File: config.mk
export PLATFORM = sky130hd
export DESIGN_NAME = rcpu_boot_loader
export DESIGN_NICKNAME = d
export VERILOG_FILES = /design/src/rtl/rcpu_boot_loader.sv
export SDC_FILE = /design/constraint.sdc
export NUM_CORES = 1
export LEC_CHECK = 0
export ABC_CLOCK_PERIOD_IN_PS = 2000
export BUFFER_PORTS_ARGS = -buffer_cell sky130_fd_sc_hd__buf_4
export CAP_MARGIN = 20
export CORE_MARGIN = 2
export CORE_UTILIZATION = 40
export CTS_CLUSTER_DIAMETER = 40
export DETAILED_ROUTE_END_ITERATION = 6
export MAX_ROUTING_LAYER = met4
export PLACE_DENSITY = 0.67
export SYNTH_ARGS = -nofsm -noshare
export SYNTH_HDL_FRONTEND = slang
export SYNTH_SLANG_ARGS = --single-unit
File: constraint.sdc
create_clock -name clk -period 2 [get_ports clk]
set_input_delay 0.5 -clock clk [delete_from_list [all_inputs] [get_ports clk]]
set_output_delay 0.5 -clock clk [all_outputs]
set_load 0.01 [all_outputs]
File: src/rtl/rcpu_boot_loader.sv
// Boot sequencer for rcpu: loads a framed UART image into RAM, then releases the CPU and passes its RAM writes through.
// Optional macro BOOT_CHECKSUM_EN: expect a trailing XOR checksum byte before releasing the CPU.
module rcpu_boot_loader #(
  parameter int         MAX_WORDS = 1024,
  parameter logic [7:0] SYNC_BYTE = 8'hA5
) (
  input  logic        clk,
  input  logic        resetq,
  input  logic        rx_valid,
  input  logic [7:0]  rx_data,
  input  logic        boot_req,
  output logic        cpu_resetq,
  input  logic        cpu_mem_write_enable,
  input  logic [15:0] cpu_mem_write_address,
  input  logic [15:0] cpu_mem_write_data,
  output logic        mem_write_enable,
  output logic [15:0] mem_write_address,
  output logic [15:0] mem_write_data,
  output logic        busy,
  output logic        boot_error
);

  localparam int CW = $clog2(MAX_WORDS) + 1;

  typedef enum logic [3:0] {
    S_SYNC, S_LEN_HI, S_LEN_LO, S_DATA_HI, S_DATA_LO, S_FINISH, S_RUN, S_ERROR
  } state_e;

  state_e          state_q, state_d;
  logic [15:0]     len_q, len_d;
  logic [CW-1:0]   cnt_q, cnt_d;
  logic [7:0]      hi_q, hi_d;
  logic [7:0]      csum_q, csum_d;
  logic            we_q, we_d;
  logic [15:0]     wa_q, wa_d;
  logic [15:0]     wd_q, wd_d;
  logic            cpu_resetq_q, busy_q, boot_error_q;

  logic [15:0]     len_new;
  logic [CW-1:0]   cnt_inc;

  assign len_new = {len_q[15:8], rx_data};
  assign cnt_inc = cnt_q + CW'(1);

  always_comb begin
    state_d = state_q;
    len_d   = len_q;
    cnt_d   = cnt_q;
    hi_d    = hi_q;
    csum_d  = csum_q;
    we_d    = 1'b0;
    wa_d    = wa_q;
    wd_d    = wd_q;
    if (boot_req) begin
      // Abort wins over any same-cycle byte or pending loader write.
      state_d = S_SYNC;
      len_d   = '0;
      cnt_d   = '0;
      csum_d  = '0;
    end else begin
      case (state_q)
        S_SYNC:
          if (rx_valid && rx_data == SYNC_BYTE) state_d = S_LEN_HI;
        S_LEN_HI:
          if (rx_valid) begin
            len_d   = {rx_data, len_q[7:0]};
            state_d = S_LEN_LO;
          end
        S_LEN_LO:
          if (rx_valid) begin
            len_d = len_new;
            if (len_new == 16'd0)                    state_d = S_FINISH;
            else if (len_new > 16'(MAX_WORDS))       state_d = S_ERROR;
            else                                     state_d = S_DATA_HI;
          end
        S_DATA_HI:
          if (rx_valid) begin
            hi_d    = rx_data;
            csum_d  = csum_q ^ rx_data;
            state_d = S_DATA_LO;
          end
        S_DATA_LO:
          if (rx_valid) begin
            we_d    = 1'b1;
            wa_d    = 16'(cnt_q);
            wd_d    = {hi_q, rx_data};
            cnt_d   = cnt_inc;
            csum_d  = csum_q ^ rx_data;
            state_d = (16'(cnt_inc) == len_q) ? S_FINISH : S_DATA_HI;
          end
        S_FINISH: begin
`ifdef BOOT_CHECKSUM_EN
          if (rx_valid) state_d = (rx_data == csum_q) ? S_RUN : S_ERROR;
`else
          state_d = S_RUN;
`endif
        end
        S_RUN: begin
          we_d = cpu_mem_write_enable;
          wa_d = cpu_mem_write_address;
          wd_d = cpu_mem_write_data;
        end
        S_ERROR: ;
        default: state_d = S_SYNC;
      endcase
    end
  end

  always_ff @(posedge clk or negedge resetq) begin
    if (!resetq) begin
      state_q      <= S_SYNC;
      len_q        <= '0;
      cnt_q        <= '0;
      hi_q         <= '0;
      csum_q       <= '0;
      we_q         <= 1'b0;
      wa_q         <= '0;
      wd_q         <= '0;
      cpu_resetq_q <= 1'b0;
      busy_q       <= 1'b1;
      boot_error_q <= 1'b0;
    end else begin
      state_q      <= state_d;
      len_q        <= len_d;
      cnt_q        <= cnt_d;
      hi_q         <= hi_d;
      csum_q       <= csum_d;
      we_q         <= we_d;
      wa_q         <= wa_d;
      wd_q         <= wd_d;
      // Status outputs track the state being entered so they align with it.
      cpu_resetq_q <= (state_d == S_RUN);
      busy_q       <= (state_d != S_RUN);
      boot_error_q <= (state_d == S_ERROR);
    end
  end

  assign cpu_resetq        = cpu_resetq_q;
  assign busy              = busy_q;
  assign boot_error        = boot_error_q;
  assign mem_write_enable  = we_q;
  assign mem_write_address = wa_q;
  assign mem_write_data    = wd_q;

endmodule

# --- Yosys cells after proc, flatten, opt, wreduce, memory -nomap -nowiden ---
# Index checks and enable logic that the tools add are counted.
word_totals:
  ff_bits: 75
  elab_cells: 67
  out_inout_bits: 36
  input_bits: 45
classes:
  n_reduce_logical: 14
  n_lt_le_gt_ge: 1
  n_addsub: 1
  bitwise: 1
  mux: 24
  n_eq_ne: 15
ops:
  columns: ["op", "n"]
  rows:
  - ["case mux 16 bit (2 select lines)", 3]
  - ["2-to-1 mux 16 bit", 4]
  - ["2-to-1 mux 11 bit", 3]
  - ["case mux 4 bit (7 select lines)", 1]
  - ["== test 4 x 3 -> 1 bit (second input constant)", 6]
  - ["2-to-1 mux 4 bit", 6]
  - ["== test 11 x 16 -> 1 bit", 1]
  - ["> comparator 16 x 11 -> 1 bit (second input constant)", 1]
  - ["logical NOT 16 bit", 1]
  - ["AND reduction 3 bit", 4]
  - ["adder 11 x 1 -> 11 bit (second input constant)", 1]
  - ["nonzero test 2 bit", 5]
  - ["2-to-1 mux 3 bit", 3]
  - ["== test 4 x 2 -> 1 bit (second input constant)", 2]
  - ["== test 8 bit (second input constant)", 1]
  - ["2-to-1 mux 8 bit", 1]
  - ["inequality test 2 bit (second input constant)", 3]
  - ["== test 4 x 1 -> 1 bit (second input constant)", 1]
  - ["logical NOT 4 bit", 1]
  - ["inequality test 4 x 3 -> 1 bit (second input constant)", 1]
  - ["2-to-1 mux 1 bit", 2]
  - ["case mux 1 bit (2 select lines)", 1]
  - ["AND reduction 2 bit", 1]
  - ["OR reduction 2 bit", 1]
  - ["2 further kinds", 2]

# --- Depth between registers and ports, before layout ---
depth:
  ltp_word: 7
  ltp_mapped: 8
  ltp_nobuf: 6

# --- Worst setup path before layout ---
# Ideal clock, no wire load.
synth_path:
  path_kind: "register to register"
  from: "register len_q[13]"
  to: "register cpu_resetq_q, in the netlist cpu_resetq"
  arrival_time_ns: 1.964
  t_required_ns: 1.880
  period_less_slack_ns: 2.084
  setup_slack_ns: -0.084
  n_path_buf: 0
  setup_ns: 0.120
  stages_incl_launch_ff: 6
  cell_sequence: "dfrtp_1 -> or4_4 -> or3_1 -> or4_4 -> a21o_1 -> and3_1"
synth_via:
  elab_chain_cells: 7
  elab_cells_between_ends: 11
  classes_between: "order compare (1); eq/ne (2); mux (7); reduce/logical (1)"
synth_lines:
  columns: ["element", "line", "source"]
  rows:
  - ["start: declaration", "30", "logic [15:0] len_q, len_d;"]
  - ["start signal: assignment", "124", "len_q <= len_d;"]
  - ["> comparator 16 x 11 -> 1 bit", "73", "else if (len_new > 16'(MAX_WORDS)) state_d = S_ERROR;"]
  - ["2-to-1 mux 3 bit", "73", null]
  - ["2-to-1 mux 3 bit", "72", "if (len_new == 16'd0) state_d = S_FINISH;"]
  - ["2-to-1 mux 4 bit", "70", "if (rx_valid) begin"]
  - ["case mux 4 bit (7 select lines) (*)", "61", "case (state_q)"]
  - ["2-to-1 mux 4 bit (*)", "54", "if (boot_req) begin"]
  - ["== test 4 x 3 -> 1 bit (*)", "132", "cpu_resetq_q <= (state_d == S_RUN);"]
  - ["end signal: assignment", "132", null]
  - ["end: declaration", "37", "logic cpu_resetq_q, busy_q, boot_error_q;"]
# Mark *: on every way between the ends. The rest lies on a longest branch, timed or not.
# A chain may end at the register's enable or synchronous reset.

# --- Final worst setup path ---
# Ends and elaborated chain as after synthesis.

==> run_results.csv <==
group,metric,value,unit
timing,rsz0062_at_grt,"yes",
power_and_ir_drop,p_int,2.18,mW
layout,drive_above_1_share,33.7,%
timing,finalSetupViolCount,4,
drt,vias,3213,
floorplan,start_util,41.0,%
yosys,seq_area_frac_synth,49.8,%
grt,gr-total-overflow,0,
power_and_ir_drop,power_frac_seq,53.8,%
layout,diodes,0,
drt,wl_per_cell,17.0,um
worst_setup_path,worstSetupPathType,"flop to flop",
yosys,ys.flop_type,"dfrtp_1",
drt,final_antenna_net_count,0,
yosys,syn_area,0.00377,mm^2
power_and_ir_drop,power.total,2.84,mW
worst_setup_path,cp_slowest_cell,"or4_4",
power_and_ir_drop,sw_frac_of_total,23.4,%
layout,fin_nets,515,
drt,viasPerCell,5.51,
timing,worstMarginPinSlew,0.726,ns
worst_setup_path,endpoint_kind,"flop",
grt,grt_pass1_vias,3213,
yosys,synthesis.nets,413,
run_status,status,"finished, violations left",
clocking,cts_sinks,75,
worst_setup_path,arrival,2.41,ns
job,cap_violations,0,
yosys,synthCells,367,
floorplan,core_area,0.00920,mm^2
clocking,cts_tree,"built",
yosys,synth.distinct_cells,50,
yosys,yosys_register_bits,75,
power_and_ir_drop,ir_worst_vdd,0.330,mV
drt,wirelength,9900,um
yosys,yosysWarnings,0,
clocking,clkLatencyLatePin,0.35,ns
layout,final_cells,583,
power_and_ir_drop,clkPwrFrac,39.4,%
floorplan,num_io_pins,81,
placed_design,place.detailed.hpwl,6930,um
grt,grt_max_degree,43,
clocking,cts_max_level,3,
placed_design,dp_cells,565,
worst_hold_path,hold_path_class,"primary input to async pin",
floorplan,dieArea,0.0102,mm^2
timing,slew_headroom,51.5,%
floorplan,rows,35,
power_and_ir_drop,p_leak,2.23,nW
timing,finalHoldViolations,0,
clocking,ctsHoldBuffers,0,
worst_setup_path,path_max_fanout,3,
timing,clock.fmax,0.461,GHz
clocking,numCtsBuffers,9,
timing,fin_skew,0.00908,ns
floorplan,fp.dieH,101,um
layout,final_cell_mix,"buf_4, dfrtp_1, nand2_1",
timing,fin_crit,2.17,ns
yosys,async_reset_ff_share,100,%
timing,slew_viol_final,0,
clocking,cts-root-buf,"clkbuf_8",
placed_design,numPortBuffers,80,
layout,synthToLayoutAreaGrowth,30.5,%
yosys,avgSynthCellArea,10.3,um^2
clocking,clk_pin_slew,0.07,ns
run_status,violations,"setup timing",
drt,drc,0,
drt,firstDrtPassIters,4,
power_and_ir_drop,p_comb_share,6.7,%
layout,mostFrequentLayoutCell,"buf_4",
worst_setup_path,cpPeakStageDelay,0.55,ns
grt,grtUsageTotal,20.8,%
placed_design,gp_congestion,0.922,
grt,grt_pass1_wl,16100,um
timing,post-route-period-util,108,%
worst_setup_path,path_cells,"or4_4, or3_4, or4_4, a21o_1, and3_1",
timing,worst_slack,-0.169,ns
power_and_ir_drop,power_switching,0.664,mW
power_and_ir_drop,power_density,577,mW/mm^2
worst_setup_path,cp.required,2.24,ns
worst_setup_path,path_common_cell,"or4_4",
yosys,synth_edf_count,0,
worst_setup_path,worstSetupStartpointType,"flop",
grt,antenna_found_initial,0,
clocking,clk_path_buf_depth,2,
floorplan,die_w,101,um
drt,initialDrtViolationCount,188,
path summary, 6_finish.rpt:
kind	startpoint	end	slack [ns]	cells past startpoint
max	len_q[13]$_DFFE_PN0P_	cpu_resetq$_DFF_PN0_	-0.17	5
min	resetq	mem_write_enable$_DFF_PN0_	0.11	1
max reg2reg	len_q[13]$_DFFE_PN0P_	cpu_resetq$_DFF_PN0_	-0.17	5
min reg2reg	mem_write_address[5]$_DFFE_PN0P_	mem_write_address[5]$_DFFE_PN0P_	0.49	2
max in group asynchronous	resetq	mem_write_data[9]$_DFFE_PN0P_	1.32	2
min in group clk	cpu_mem_write_address[11]	mem_write_address[11]$_DFFE_PN0P_	0.37	2
cell type report:
type | count | area [um^2]
tap | 111 | 139
inverter | 2 | 7.51
multi-input combinational | 264 | 1810
clock inverter | 5 | 56.3
clock buffer | 9 | 124
timing repair buffer | 117 | 903
sequential | 75 | 1880
fill | 819 | 4270
routing by layer:
metal	share of wire (%)	routed length, um	global-route usage [%]	vias up
li1	-	-	-	1490
met1	43	4300	27.3	1588
met2	49	4840	32.5	119
met3	6.4	631	4.92	16
met4	1.4	138	5.61	0
met5	0	0	-	-
power groups by stage:
stage          Clock (mW)  Combinational, mW  Sequential, mW
6_report             1.12              0.192            1.53
3_5_place_dp            0              0.194            1.56
5_1_grt              1.21              0.210            1.53
3_3_place_gp            0              0.191            1.56
2_1_floorplan           0             0.0345            1.56
4_1_cts              1.15              0.195            1.53
what timing repair did:
| action | CTS | global route |
|---|---|---|
| buffers inserted | 2 | 1 |
| gates resized for setup | 3 | 2 |
| pin swaps | 4 | 1 |
| gates cloned | 1 | 0 |
| setup endpoints to repair | 26 | 5 |
cells by family after synthesis:
kind of cell | count (synthesis) | synth area share, %
compound gates | 71 | 11.7
xor+xnor | 24 | 5.97
fa+ha+maj | 1 | 0.332
buf+inv | 29 | 3.88
flops | 75 | 49.8
mux | 39 | 10.6
other cells | 1 | 0.0994
simple gates | 127 | 17.6
worst max-delay path: cells and delay by family, from the launching register on:
family | cells | cell delay, ns
AND/OR/NAND/NOR | 4 | 1.51
flip-flops | 1 | 0.38
AO/OA/AOI/OAI | 1 | 0.18
synth_stat cells (3+ instances only):
| library cell | count | area (um^2) |
|---|---|---|
| nand4_1 | 3 | 18.8 |
| and3_1 | 4 | 25.0 |
| a22o_1 | 10 | 87.6 |
| nand3b_1 | 3 | 22.5 |
| nor3_1 | 5 | 25.0 |
| o21ai_0 | 22 | 110 |
| a21oi_1 | 17 | 85.1 |
| xnor2_1 | 11 | 96.3 |
| o21ai_1 | 9 | 45.0 |
| mux2i_1 | 31 | 310 |
| nor3b_1 | 3 | 22.5 |
| xor2_1 | 12 | 105 |
| mux2_2 | 8 | 90.1 |
| nand2_1 | 47 | 176 |
| o2111ai_1 | 3 | 26.3 |
| nor2_1 | 22 | 82.6 |
| dfrtp_1 | 74 | 1850 |
| nand3_1 | 16 | 80.1 |
| or3_1 | 6 | 37.5 |
| clkbuf_1 | 21 | 78.8 |
state kept, by name (all words and copies together) (netlist names):
| name | cells |
|---|---|
| cpu_resetq | 1 |
| cnt_q | 11 |
| mem_write_address | 16 |
| mem_write_enable | 1 |
| state_q | 4 |
| busy | 1 |
| mem_write_data | 16 |
| len_q | 16 |
| hi_q | 8 |
| boot_error | 1 |
stage by stage:
step	util, %	area (um^2)	worst slack [ns]	hold slack [ns]	setup TNS [ns]
6_report	53.5	4920	-0.169	0.105	-0.527
4_1_cts	53.3	4900	-0.142	0.117	-0.385
3_5_place_dp	50.9	4680	-0.211	0.471	-4.77
5_1_grt	53.5	4920	-0.202	0.130	-0.664
2_1_floorplan	-	3770	-0.0835	0.204	-0.165
3_3_place_gp	50.9	4680	-0.127	0.466	-1.89
No activity file was read; power rests on OpenSTA's default activity.
